<file path="src/rtl/snake_pkg.sv">
// Shared types and constants for the snake game-logic datapath.
// Cells are {row[2:0], col[2:0]}, so a cell value is also its LED bit index.
package snake_pkg;

    typedef logic [5:0] cell_t;

    typedef enum logic [1:0] {
        DIR_UP    = 2'd0,
        DIR_DOWN  = 2'd1,
        DIR_LEFT  = 2'd2,
        DIR_RIGHT = 2'd3
    } dir_e;

    typedef enum logic [2:0] {
        S_IDLE,
        S_CALC,
        S_COMMIT,
        S_FOOD_REQ,
        S_FOOD_CHK,
        S_DONE
    } state_e;

    localparam cell_t INIT_HEAD = 6'o33;
    localparam cell_t INIT_TAIL = 6'o32;
    localparam cell_t INIT_FOOD = 6'o36;

    localparam int LOGIC_DONE = 0;
    localparam int GAME_END   = 1;

    function automatic logic [2:0] cell_row(input cell_t c);
        return c[5:3];
    endfunction

    function automatic logic [2:0] cell_col(input cell_t c);
        return c[2:0];
    endfunction

    // One cell in direction d; 3-bit fields wrap around the board edges.
    function automatic cell_t step_cell(input cell_t c, input dir_e d);
        logic [2:0] r;
        logic [2:0] k;
        r = cell_row(c);
        k = cell_col(c);
        case (d)
            DIR_UP:    r = r + 3'd1;
            DIR_DOWN:  r = r - 3'd1;
            DIR_LEFT:  k = k - 3'd1;
            default:   k = k + 3'd1;
        endcase
        return {r, k};
    endfunction

endpackage

</file>
<file path="src/rtl/snake_if.sv">
// Controller/PRNG/display bundle between the game controller and snake_logic.
interface snake_if;
    import snake_pkg::*;

    logic        tick;
    logic        no_update;
    logic [1:0]  direction;
    logic        logic_done;
    logic        game_end;
    logic        rand_req;
    logic        rand_ack;
    cell_t       rand_val;
    logic [63:0] led_flat;

    modport master (
        output tick, no_update, direction, rand_ack, rand_val,
        input  logic_done, game_end, rand_req, led_flat
    );

    modport slave (
        input  tick, no_update, direction, rand_ack, rand_val,
        output logic_done, game_end, rand_req, led_flat
    );

endinterface

</file>
<file path="src/rtl/snake_body_fifo.sv">
// Circular buffer of body cells, head at the write pointer, tail at the read pointer.
module snake_body_fifo
    import snake_pkg::*;
#(
    parameter int    DEPTH      = 64,
    parameter cell_t HEAD_RESET = INIT_HEAD,
    parameter cell_t TAIL_RESET = INIT_TAIL
) (
    input  logic                     clk,
    input  logic                     rst,
    input  logic                     push_head,
    input  logic                     pop_tail,
    input  cell_t                    push_cell,
    output cell_t                    head,
    output cell_t                    tail,
    output logic [$clog2(DEPTH):0]   count
);

    localparam int AW = $clog2(DEPTH);

    cell_t          mem [DEPTH];
    logic [AW-1:0]  hp;
    logic [AW-1:0]  tp;

    always_ff @(posedge clk or posedge rst) begin
        if (rst) begin
            for (int i = 0; i < DEPTH; i++) mem[i] <= HEAD_RESET;
            mem[0] <= TAIL_RESET;
            hp     <= AW'(1);
            tp     <= '0;
            count  <= (AW+1)'(2);
        end else begin
            if (push_head) begin
                mem[hp + 1'b1] <= push_cell;
                hp             <= hp + 1'b1;
            end
            if (pop_tail) tp <= tp + 1'b1;
            case ({push_head, pop_tail})
                2'b10:   count <= count + 1'b1;
                2'b01:   count <= count - 1'b1;
                default: ;
            endcase
        end
    end

    assign head = mem[hp];
    assign tail = mem[tp];

endmodule

</file>
<file path="src/rtl/snake_logic.sv">
// Snake game step engine: one board step per controller tick edge, food
// regeneration through a PRNG handshake, registered 8x8 LED image.
module snake_logic
    import snake_pkg::*;
#(
    parameter int    MAX_LEN    = 64,
    parameter cell_t HEAD_START = INIT_HEAD,
    parameter cell_t FOOD_START = INIT_FOOD
) (
    input  logic clka,
    input  logic restart,
    snake_if.slave bus
);

    localparam int          CW         = $clog2(MAX_LEN) + 1;
    localparam logic [CW-1:0] LAST     = CW'(MAX_LEN - 1);
    localparam cell_t       TAIL_START = step_cell(HEAD_START, DIR_LEFT);
    localparam logic [63:0] RESET_OCC  = (64'd1 << HEAD_START) | (64'd1 << TAIL_START);
    localparam logic [63:0] RESET_LED  = RESET_OCC | (64'd1 << FOOD_START);

    // Head is blanked after the OR so a full board never shows a stale food bit.
    function automatic logic [63:0] led_image(input logic [63:0] occ, input cell_t f,
                                              input cell_t h, input logic blink);
        return (occ | (64'd1 << f)) & ~(blink ? 64'd0 : (64'd1 << h));
    endfunction

    state_e        state;
    logic          tick_q;
    logic          blink_on;
    dir_e          dir_q;
    cell_t         nxt;
    logic          eat;
    logic          hit;
    cell_t         cand;
    cell_t         food;
    logic [63:0]   occupied;
    logic [63:0]   occ_next;
    logic [63:0]   led;
    logic [1:0]    from_logic;
    logic          req_r;

    cell_t         head;
    cell_t         tail;
    cell_t         step_c;
    logic [CW-1:0] count;
    logic          tick_edge;
    logic          push;
    logic          pop;

    assign tick_edge = bus.tick & ~tick_q;
    assign step_c    = step_cell(head, dir_q);
    assign push      = (state == S_COMMIT) && !hit;
    assign pop       = push && !eat;

    snake_body_fifo #(
        .DEPTH      (MAX_LEN),
        .HEAD_RESET (HEAD_START),
        .TAIL_RESET (TAIL_START)
    ) u_body (
        .clk       (clka),
        .rst       (restart),
        .push_head (push),
        .pop_tail  (pop),
        .push_cell (nxt),
        .head      (head),
        .tail      (tail),
        .count     (count)
    );

    // Set after clear so a head moving into the vacating tail cell stays lit.
    always_comb begin
        occ_next = occupied;
        if (pop) occ_next[tail] = 1'b0;
        occ_next[nxt] = 1'b1;
    end

    always_ff @(posedge clka or posedge restart) begin
        if (restart) begin
            state      <= S_IDLE;
            tick_q     <= 1'b0;
            blink_on   <= 1'b1;
            dir_q      <= DIR_RIGHT;
            nxt        <= HEAD_START;
            eat        <= 1'b0;
            hit        <= 1'b0;
            cand       <= '0;
            food       <= FOOD_START;
            occupied   <= RESET_OCC;
            led        <= RESET_LED;
            from_logic <= 2'b00;
            req_r      <= 1'b0;
        end else begin
            tick_q <= bus.tick;
            unique case (state)
                S_IDLE: begin
                    if (tick_edge) begin
                        from_logic[LOGIC_DONE] <= 1'b0;
                        if (from_logic[GAME_END] || bus.no_update) begin
                            blink_on <= ~blink_on;
                            led      <= led_image(occupied, food, head, ~blink_on);
                            state    <= S_DONE;
                        end else begin
                            dir_q <= dir_e'(bus.direction);
                            state <= S_CALC;
                        end
                    end
                end
                S_CALC: begin
                    nxt   <= step_c;
                    eat   <= (step_c == food);
                    hit   <= occupied[step_c] && !((step_c == tail) && (step_c != food));
                    state <= S_COMMIT;
                end
                S_COMMIT: begin
                    if (hit) begin
                        from_logic[GAME_END] <= 1'b1;
                        state                <= S_DONE;
                    end else begin
                        occupied <= occ_next;
                        led      <= led_image(occ_next, food, nxt, blink_on);
                        if (eat && (count == LAST)) begin
                            from_logic[GAME_END] <= 1'b1;
                            state                <= S_DONE;
                        end else if (eat) begin
                            req_r <= 1'b1;
                            state <= S_FOOD_REQ;
                        end else begin
                            state <= S_DONE;
                        end
                    end
                end
                S_FOOD_REQ: begin
                    if (bus.rand_ack) begin
                        cand  <= bus.rand_val;
                        req_r <= 1'b0;
                        state <= S_FOOD_CHK;
                    end
                end
                S_FOOD_CHK: begin
                    if (occupied[cand]) begin
                        req_r <= 1'b1;
                        state <= S_FOOD_REQ;
                    end else begin
                        food  <= cand;
                        led   <= led_image(occupied, cand, head, blink_on);
                        state <= S_DONE;
                    end
                end
                S_DONE: begin
                    from_logic[LOGIC_DONE] <= 1'b1;
                    state                  <= S_IDLE;
                end
                default: state <= S_IDLE;
            endcase
        end
    end

    assign bus.logic_done = from_logic[LOGIC_DONE];
    assign bus.game_end   = from_logic[GAME_END];
    assign bus.rand_req   = req_r;
    assign bus.led_flat   = led;

endmodule

</file>
<file path="src/flat_wrapper.sv">
// flat-port wrapper written by rule: the top's interface ports become plain ports
module snake_logic_flat import snake_pkg::*;
#(
    parameter int    MAX_LEN    = 64,
    parameter cell_t HEAD_START = INIT_HEAD,
    parameter cell_t FOOD_START = INIT_FOOD
)
  (clka, restart, bus_tick, bus_no_update, bus_direction, bus_rand_ack, bus_rand_val, bus_logic_done, bus_game_end, bus_rand_req, bus_led_flat);
  snake_if bus_i ();
  input  logic clka;
  input  logic restart;
  input wire logic [$bits(bus_i.tick)-1:0] bus_tick;
  input wire logic [$bits(bus_i.no_update)-1:0] bus_no_update;
  input wire logic [$bits(bus_i.direction)-1:0] bus_direction;
  input wire logic [$bits(bus_i.rand_ack)-1:0] bus_rand_ack;
  input wire logic [$bits(bus_i.rand_val)-1:0] bus_rand_val;
  output wire logic [$bits(bus_i.logic_done)-1:0] bus_logic_done;
  output wire logic [$bits(bus_i.game_end)-1:0] bus_game_end;
  output wire logic [$bits(bus_i.rand_req)-1:0] bus_rand_req;
  output wire logic [$bits(bus_i.led_flat)-1:0] bus_led_flat;
  assign bus_i.tick = bus_tick;
  assign bus_i.no_update = bus_no_update;
  assign bus_i.direction = bus_direction;
  assign bus_i.rand_ack = bus_rand_ack;
  assign bus_i.rand_val = bus_rand_val;
  assign bus_logic_done = bus_i.logic_done;
  assign bus_game_end = bus_i.game_end;
  assign bus_rand_req = bus_i.rand_req;
  assign bus_led_flat = bus_i.led_flat;
  snake_logic #(.MAX_LEN(MAX_LEN), .HEAD_START(HEAD_START), .FOOD_START(FOOD_START)) u_core (.clka(clka), .restart(restart), .bus(bus_i));
endmodule
</file>
<file path="config.mk">
export PLATFORM = sky130hd
export DESIGN_NAME = snake_logic_flat
export DESIGN_NICKNAME = d
export VERILOG_FILES = /design/src/rtl/snake_pkg.sv /design/src/rtl/snake_if.sv /design/src/rtl/snake_body_fifo.sv /design/src/rtl/snake_logic.sv /design/src/flat_wrapper.sv
export SDC_FILE = /design/constraint.sdc
export NUM_CORES = 2
export LEC_CHECK = 0
export CORE_ASPECT_RATIO = 1.2
export CORE_MARGIN = 3
export CORE_UTILIZATION = 45
export CTS_CLUSTER_SIZE = 30
export DETAILED_ROUTE_END_ITERATION = 6
export GPL_TIMING_DRIVEN = 0
export RECOVER_POWER = 50
export SYNTH_ARGS = -nofsm -noshare
export SYNTH_HDL_FRONTEND = slang
export SYNTH_HIERARCHICAL = 1
export SYNTH_SLANG_ARGS = --single-unit
</file>
<file path="constraint.sdc">
create_clock -name clka -period 16.2 [get_ports clka]
set_input_delay 2.43 -clock clka [delete_from_list [all_inputs] [get_ports clka]]
set_output_delay 2.43 -clock clka [all_outputs]
set_load 0.05 [all_outputs]
</file>
# [Yosys cells after proc, flatten, opt, wreduce, memory -nomap -nowiden]
# Index checks and enable logic that the tools add are counted.
[word_totals] reg_bits=561 inputBits=13 wordCells=222 out_inout_bits=67
[op_classes] muxes=47 eq_ne=21 n_reduce_logical=30 n_lt_le_gt_ge=10 bitwise_logic=21 addsub=8 n_shift=4
[ops] op="$mux W64" n=8
[ops] op="$bwmux W384" n=1
[ops] op="$and A64 B64 Y64" n=4
[ops] op="$not A64 Y64" n=4
[ops] op="$or A64 B64 Y64" n=4
[ops] op="$shl A1 B6 Y64 const A" n=4
[ops] op="$pmux W64 S3" n=1
[ops] op="$bmux W6 S6" n=2
[ops] op="$demux W6 S6" n=1
[ops] op="$mux W6" n=5
[ops] op="$lt A6 B7 Y1 const B" n=4
[ops] op="$ge A7 B7 Y1 const B" n=3
[ops] op="$mux W3" n=7
[ops] op="$not A6 Y7" n=3
[ops] op="$pmux W3 S5" n=1
[ops] op="$pmux W7 S2" n=1
[ops] op="$add A6 B1 Y6 const B" n=2
[ops] op="$bmux W1 S6" n=2
[ops] op="$demux W1 S6" n=2
[ops] op="$eq A6 B6 Y1" n=2
[ops] op="$ge A6 B1 Y1 const B" n=2
[ops] op="$mux W1" n=12
[ops] op="$pmux W3 S2" n=2
[ops] op="$reduce_and A2 Y1" n=6
[ops] op="other kinds (29)" n=58

# [Longest topological paths before layout]
[depth] depth_word=16 ltp_mapped=19 depth_no_buf=13

# [Hierarchy]
# Netlist, hierarchy kept.
[modules_own_cells] module="snake_body_fifo" cells_per_inst=1546 seq_area_each_um2=10406.2 area_per_inst_um2=22841.9 instances=1
[modules_own_cells] module="snake_logic" cells_per_inst=1453 seq_area_each_um2=3973.8 area_per_inst_um2=12100.4 instances=1

# [Worst setup path before layout]
# Ideal clock, no wire load.
[synth_timing] path_type="reg2reg" startpoint="register u_core.u_body.hp[0]" endpoint="register u_core.hit" required_time_ps=16106 setup_time_ps=94 n_path_buf=5 arrival_time_ps=4332 path_stages_with_launch=16 period_less_slack_ps=4426 path_slack_ps=11774 cell_sequence="dfstp_2 buf_4 buf_4 buf_4 mux4_2 a221oi_1 a221oi_1 fa_1 buf_2 nand3_1 o21ai_0 clkbuf_1 a221oi_1 mux4_2 o211a_1 a211oi_1"
[synth_via] elab_chain_cells=10 word_cells_on_any_way=17 classes_between="4 x add/sub; 2 x eq/ne; 7 x mux; 1 x bitwise; 3 x reduce/logical"
[synth_rtl] element="from (decl)" line_no="snake_body_fifo.sv:22" text="logic [AW-1:0] hp;"
[synth_rtl] element="from (signal assigned)" line_no="snake_body_fifo.sv:35" text="hp <= hp + 1'b1;"
[synth_rtl] element="$not A6 Y7 (not written as such) (*)" line_no="snake_body_fifo.sv:46" text="assign head = mem[hp];"
[synth_rtl] element="$bmux W6 S6 (*)" line_no="snake_body_fifo.sv:46"
[synth_rtl] element="$mux W6 (not written as such) (*) (2 in series)" line_no="snake_body_fifo.sv:46"
[synth_rtl] element="via u_core.head[0]" line_no="snake_logic.sv:42" text="cell_t head;"
[synth_rtl] element="$add A3 B1 Y3 / $sub A3 B1 Y3 (equally long branches)" line_no="snake_pkg.sv:48, snake_pkg.sv:47"
[synth_rtl] element="$pmux W3 S2 (*)" line_no="snake_pkg.sv:44" text="case (d)"
[synth_rtl] element="parallel branches: the longest is 3 deep, another holds $bmux W1 S6"
[synth_rtl] element="$logic_and A1 B1 Y1 (*)" line_no="snake_logic.sv:111" text="hit <= occupied[step_c] && !((step_c == tail) && (step_c != food));"
[synth_rtl] element="to (signal assigned)" line_no="snake_logic.sv:111"
[synth_rtl] element="to (decl)" line_no="snake_logic.sv:33" text="logic hit;"
# Mark *: on every way through the listed nets, which the timed path passes. The select of a mux whose other input is x is not followed.
# A chain may end at the register's enable or synchronous reset.

==> impl_metrics.yaml <==
outcome:
  status: "complete, but fails checks"
  violations: "capacitance limit, slew limit"
critical_path:
  worstPathMaxFanout: 143
  critPathMaxStageDelay_ps: 5160
  arrival_ps: 8650
  cp-end-kind: "asynchronous set/reset pin"
  crit_chain: "dlygate4sd3_1, clkinvlp_2, clkbuf_1"
  slowest_stage: "clkbuf_1"
  crit_path_start_kind: "primary input"
  cp_data_required_time_ps: 15120
  crit_type: "in -> async"
cts:
  numCtsBuffers: 60
  clkLatencyLatePin_ps: 660
  clkTransAtPathRegs_ps: 60
  cts_max_path_buffers: 3
  cts_hold_buf: 0
  clock-root-buffer: "clkbuf_16"
  clock_sinks: 561
  tritoncts: "built"
  htree_levels: 2
  cts_setup_buffers: 0
  cts-resized-gates: 0
route:
  first_pass_iters: 6
  vias: 29922
  drt-initial-drc-count: 3587
  wl_per_cell_um: 38.8
  wirelength_um: 164000
  drc: 0
  via_per_inst: 7.08
  ant_nets: 0
die:
  start_util_pct: 45.6
  die_area_mm2: 0.0810
  rows: 111
  chipWidth_um: 260
  io_pins: 80
  die-height_um: 311
  coreArea_mm2: 0.0767
layout:
  layout_common_cells: "345 x mux2_2, 288 x dfrtp_1, 273 x dfstp_2"
  fill_cells: 6830
  drive_gt1_share_pct: 33.9
  fin_nets: 3172
  fin_area_mm2: 0.0392
  syn2layout_area_growth_pct: 12.2
  layout_commonest_cell: "mux2_2"
power_and_ir_drop:
  leakage_nw: 14.9
  switchingPower_mw: 4.73
  power.density_mw_per_mm2: 227
  ir_worst_vdd_mv: 0.201
  combPwrFrac_pct: 60.8
  power.internal_mw: 4.16
  seqPwrFrac_pct: 22.7
  clkPwrFrac_pct: 16.5
  swShare_pct: 53.2
  finalPower_mw: 8.89
grt:
  busiest_layer: "met2"
  antenna_found_initial: 7
  grt_pass1_vias: 30396
  grt_use_total_pct: 40.2
  use_met3_pct: 7.33
  grt_util_met1_pct: 46.7
  grt_pass1_wl_um: 232000
  met2_usage_pct: 65.1
  grt_max_degree: 144
  globalRouteOverflowTotal: 0
hold_path:
  hold_class: "reg -> reg"
placement:
  numPortBuffers: 79
  hpwlAfterDp_um: 123000
  placed_area_mm2: 0.0372
  place_congestion: 1.08
timing:
  period_needed_ps: 9730
  post-route-period-util_pct: 60.1
  worstMarginPinSlew_ps: 7450
  fmax_mhz: 103
  finalSetupViolCount: 0
  finalHoldViolCount: 0
  max-slew-margin-rel_pct: -396
  skew_ps: 15.1
  rsz0062_at_grt: "false"
  slew_violations: 457
synth:
  synth_nets: 3019
  synthArstFlopShare_pct: 100
  ys_ff_latch: 561
  ys_warn_count: 6
  synthesis.area_mm2: 0.0349
  synth_edf_count: 0
  syn_avg_cell_area_um2: 11.7
  synthDistinctLibCells: 108
  ys_seq_area_share_pct: 41.2
  ys.flop_type: "dfrtp_1"
  postSynthCellCount: 2999
run:
  maxCapViolations: 7
worst max-delay path, delay by kind of cell:
family | cells | cell delay [ps]
buffers and inverters | 3 | 6000
registers in the layout, indices dropped and copies added, names as in the netlist, 3 cells and up:
register	cells
u_core/bus.led_flat	64
u_core/cand	6
u_core/food	6
u_core/nxt	6
u_core/occupied	64
u_core/state	3
u_core/u_body/count	7
u_core/u_body/hp	6
u_core/u_body/mem	384
u_core/u_body/tp	6
kinds of logic after synthesis:
group / synth area share [%]
AO/OA/AOI/OAI: 15.9
buffers and inverters: 3.66
multiplexers: 28.5
XOR/XNOR: 1.11
adder cells (fa/ha/maj): 0.294
AND/OR/NAND/NOR: 9.38
flip-flops: 41.2
cell type report:
| type | instances | area (um^2) | area share (%) |
|---|---|---|---|
| Antenna cell | 7 | 17.5 | 0.0447 |
| Timing Repair Buffer | 91 | 912 | 2.33 |
| Tap cell | 1017 | 1270 | 3.25 |
| Buffer | 267 | 1230 | 3.14 |
| Sequential cell | 561 | 14400 | 36.7 |
| Inverter | 12 | 47.5 | 0.121 |
| Clock inverter | 21 | 278 | 0.708 |
| Clock buffer | 93 | 1820 | 4.64 |
| Multi-Input combinational cell | 2159 | 19300 | 49.1 |
through the flow:
step                hold slack (ps)  worst slack, ps  util [%]  setup TNS, ps  cells
global placement                456            -1150      48.3        -155670   4095
finish                          480             6470      51.1              0   4228
global route                    507             5200      51.1              0   4222
CTS                             473             9190      51.3              0   4220
floorplan                       438             2990         -              0   2999
detailed placement              461             9170      48.6              0   4106
cell usage after synthesis (all sizes together) (9+ instances only):
library cell | n | area (um^2)
mux2 | 431 | 4880
dfrtp | 288 | 7210
dfstp | 273 | 7170
o21ai | 192 | 965
mux4 | 182 | 4100
a21oi | 175 | 891
clkbuf | 161 | 604
nor2 | 150 | 641
nand2 | 129 | 494
a211oi | 119 | 893
buf | 106 | 628
mux2i | 97 | 971
nor3 | 64 | 543
a22oi | 55 | 427
nand3 | 55 | 285
o221ai | 51 | 447
nor4 | 41 | 269
a2bb2oi | 39 | 354
nor2b | 32 | 200
nand2b | 31 | 194
a221oi | 27 | 254
a22o | 27 | 238
xnor2 | 21 | 203
o22ai | 20 | 125
xor2 | 19 | 185
o211ai | 16 | 125
or2 | 13 | 81.3
a21o | 12 | 90.1
and2 | 12 | 75.1
o21a | 12 | 90.1
inv | 11 | 41.3
nor3b | 11 | 82.6
a31oi | 9 | 62.6
nand4 | 9 | 92.6
o221a | 9 | 101
o2bb2ai | 9 | 78.8
routing by layer:
layer | wire length, um | vias to the layer above
li1 | - | 11987
met1 | 57400 | 15283
met2 | 77500 | 1948
met3 | 12200 | 702
met4 | 17100 | 2
met5 | 12 | -
final timing paths:
kind / from / to / slack [ps] / cells after the start
min in group asynchronous: restart / u_core/u_body/mem[26]$_DFFE_PP0P_ / 2220 / 2
worst min-delay path: u_core/u_body/count[6]$_DFFE_PP0P_ / u_core/u_body/count[6]$_DFFE_PP0P_ / 480 / 1
worst max register to register: u_core/u_body/hp[1]$_DFFE_PP0P_ / u_core/hit$_DFFE_PP0P_ / 8660 / 19
worst min register to register: u_core/u_body/count[6]$_DFFE_PP0P_ / u_core/u_body/count[6]$_DFFE_PP0P_ / 480 / 1
max in group clka: u_core/u_body/hp[1]$_DFFE_PP0P_ / u_core/hit$_DFFE_PP0P_ / 8660 / 19
worst max-delay path: restart / u_core/u_body/mem[77]$_DFFE_PP0P_ / 6470 / 3
power by group through the flow:
| stage | clock network, mW | registers [mW] | logic (mW) |
|---|---|---|---|
| 6_report | 1.47 | 2.02 | 5.41 |
| 5_1_grt | 1.55 | 2.04 | 5.52 |
| 4_1_cts | 1.49 | 2.00 | 5.23 |
| 3_5_place_dp | 0 | 2.02 | 5.21 |
| 3_3_place_gp | 0 | 2.01 | 5.13 |
| 2_1_floorplan | 0 | 2.17 | 2.83 |
No activity file was read; power rests on OpenSTA's default activity.
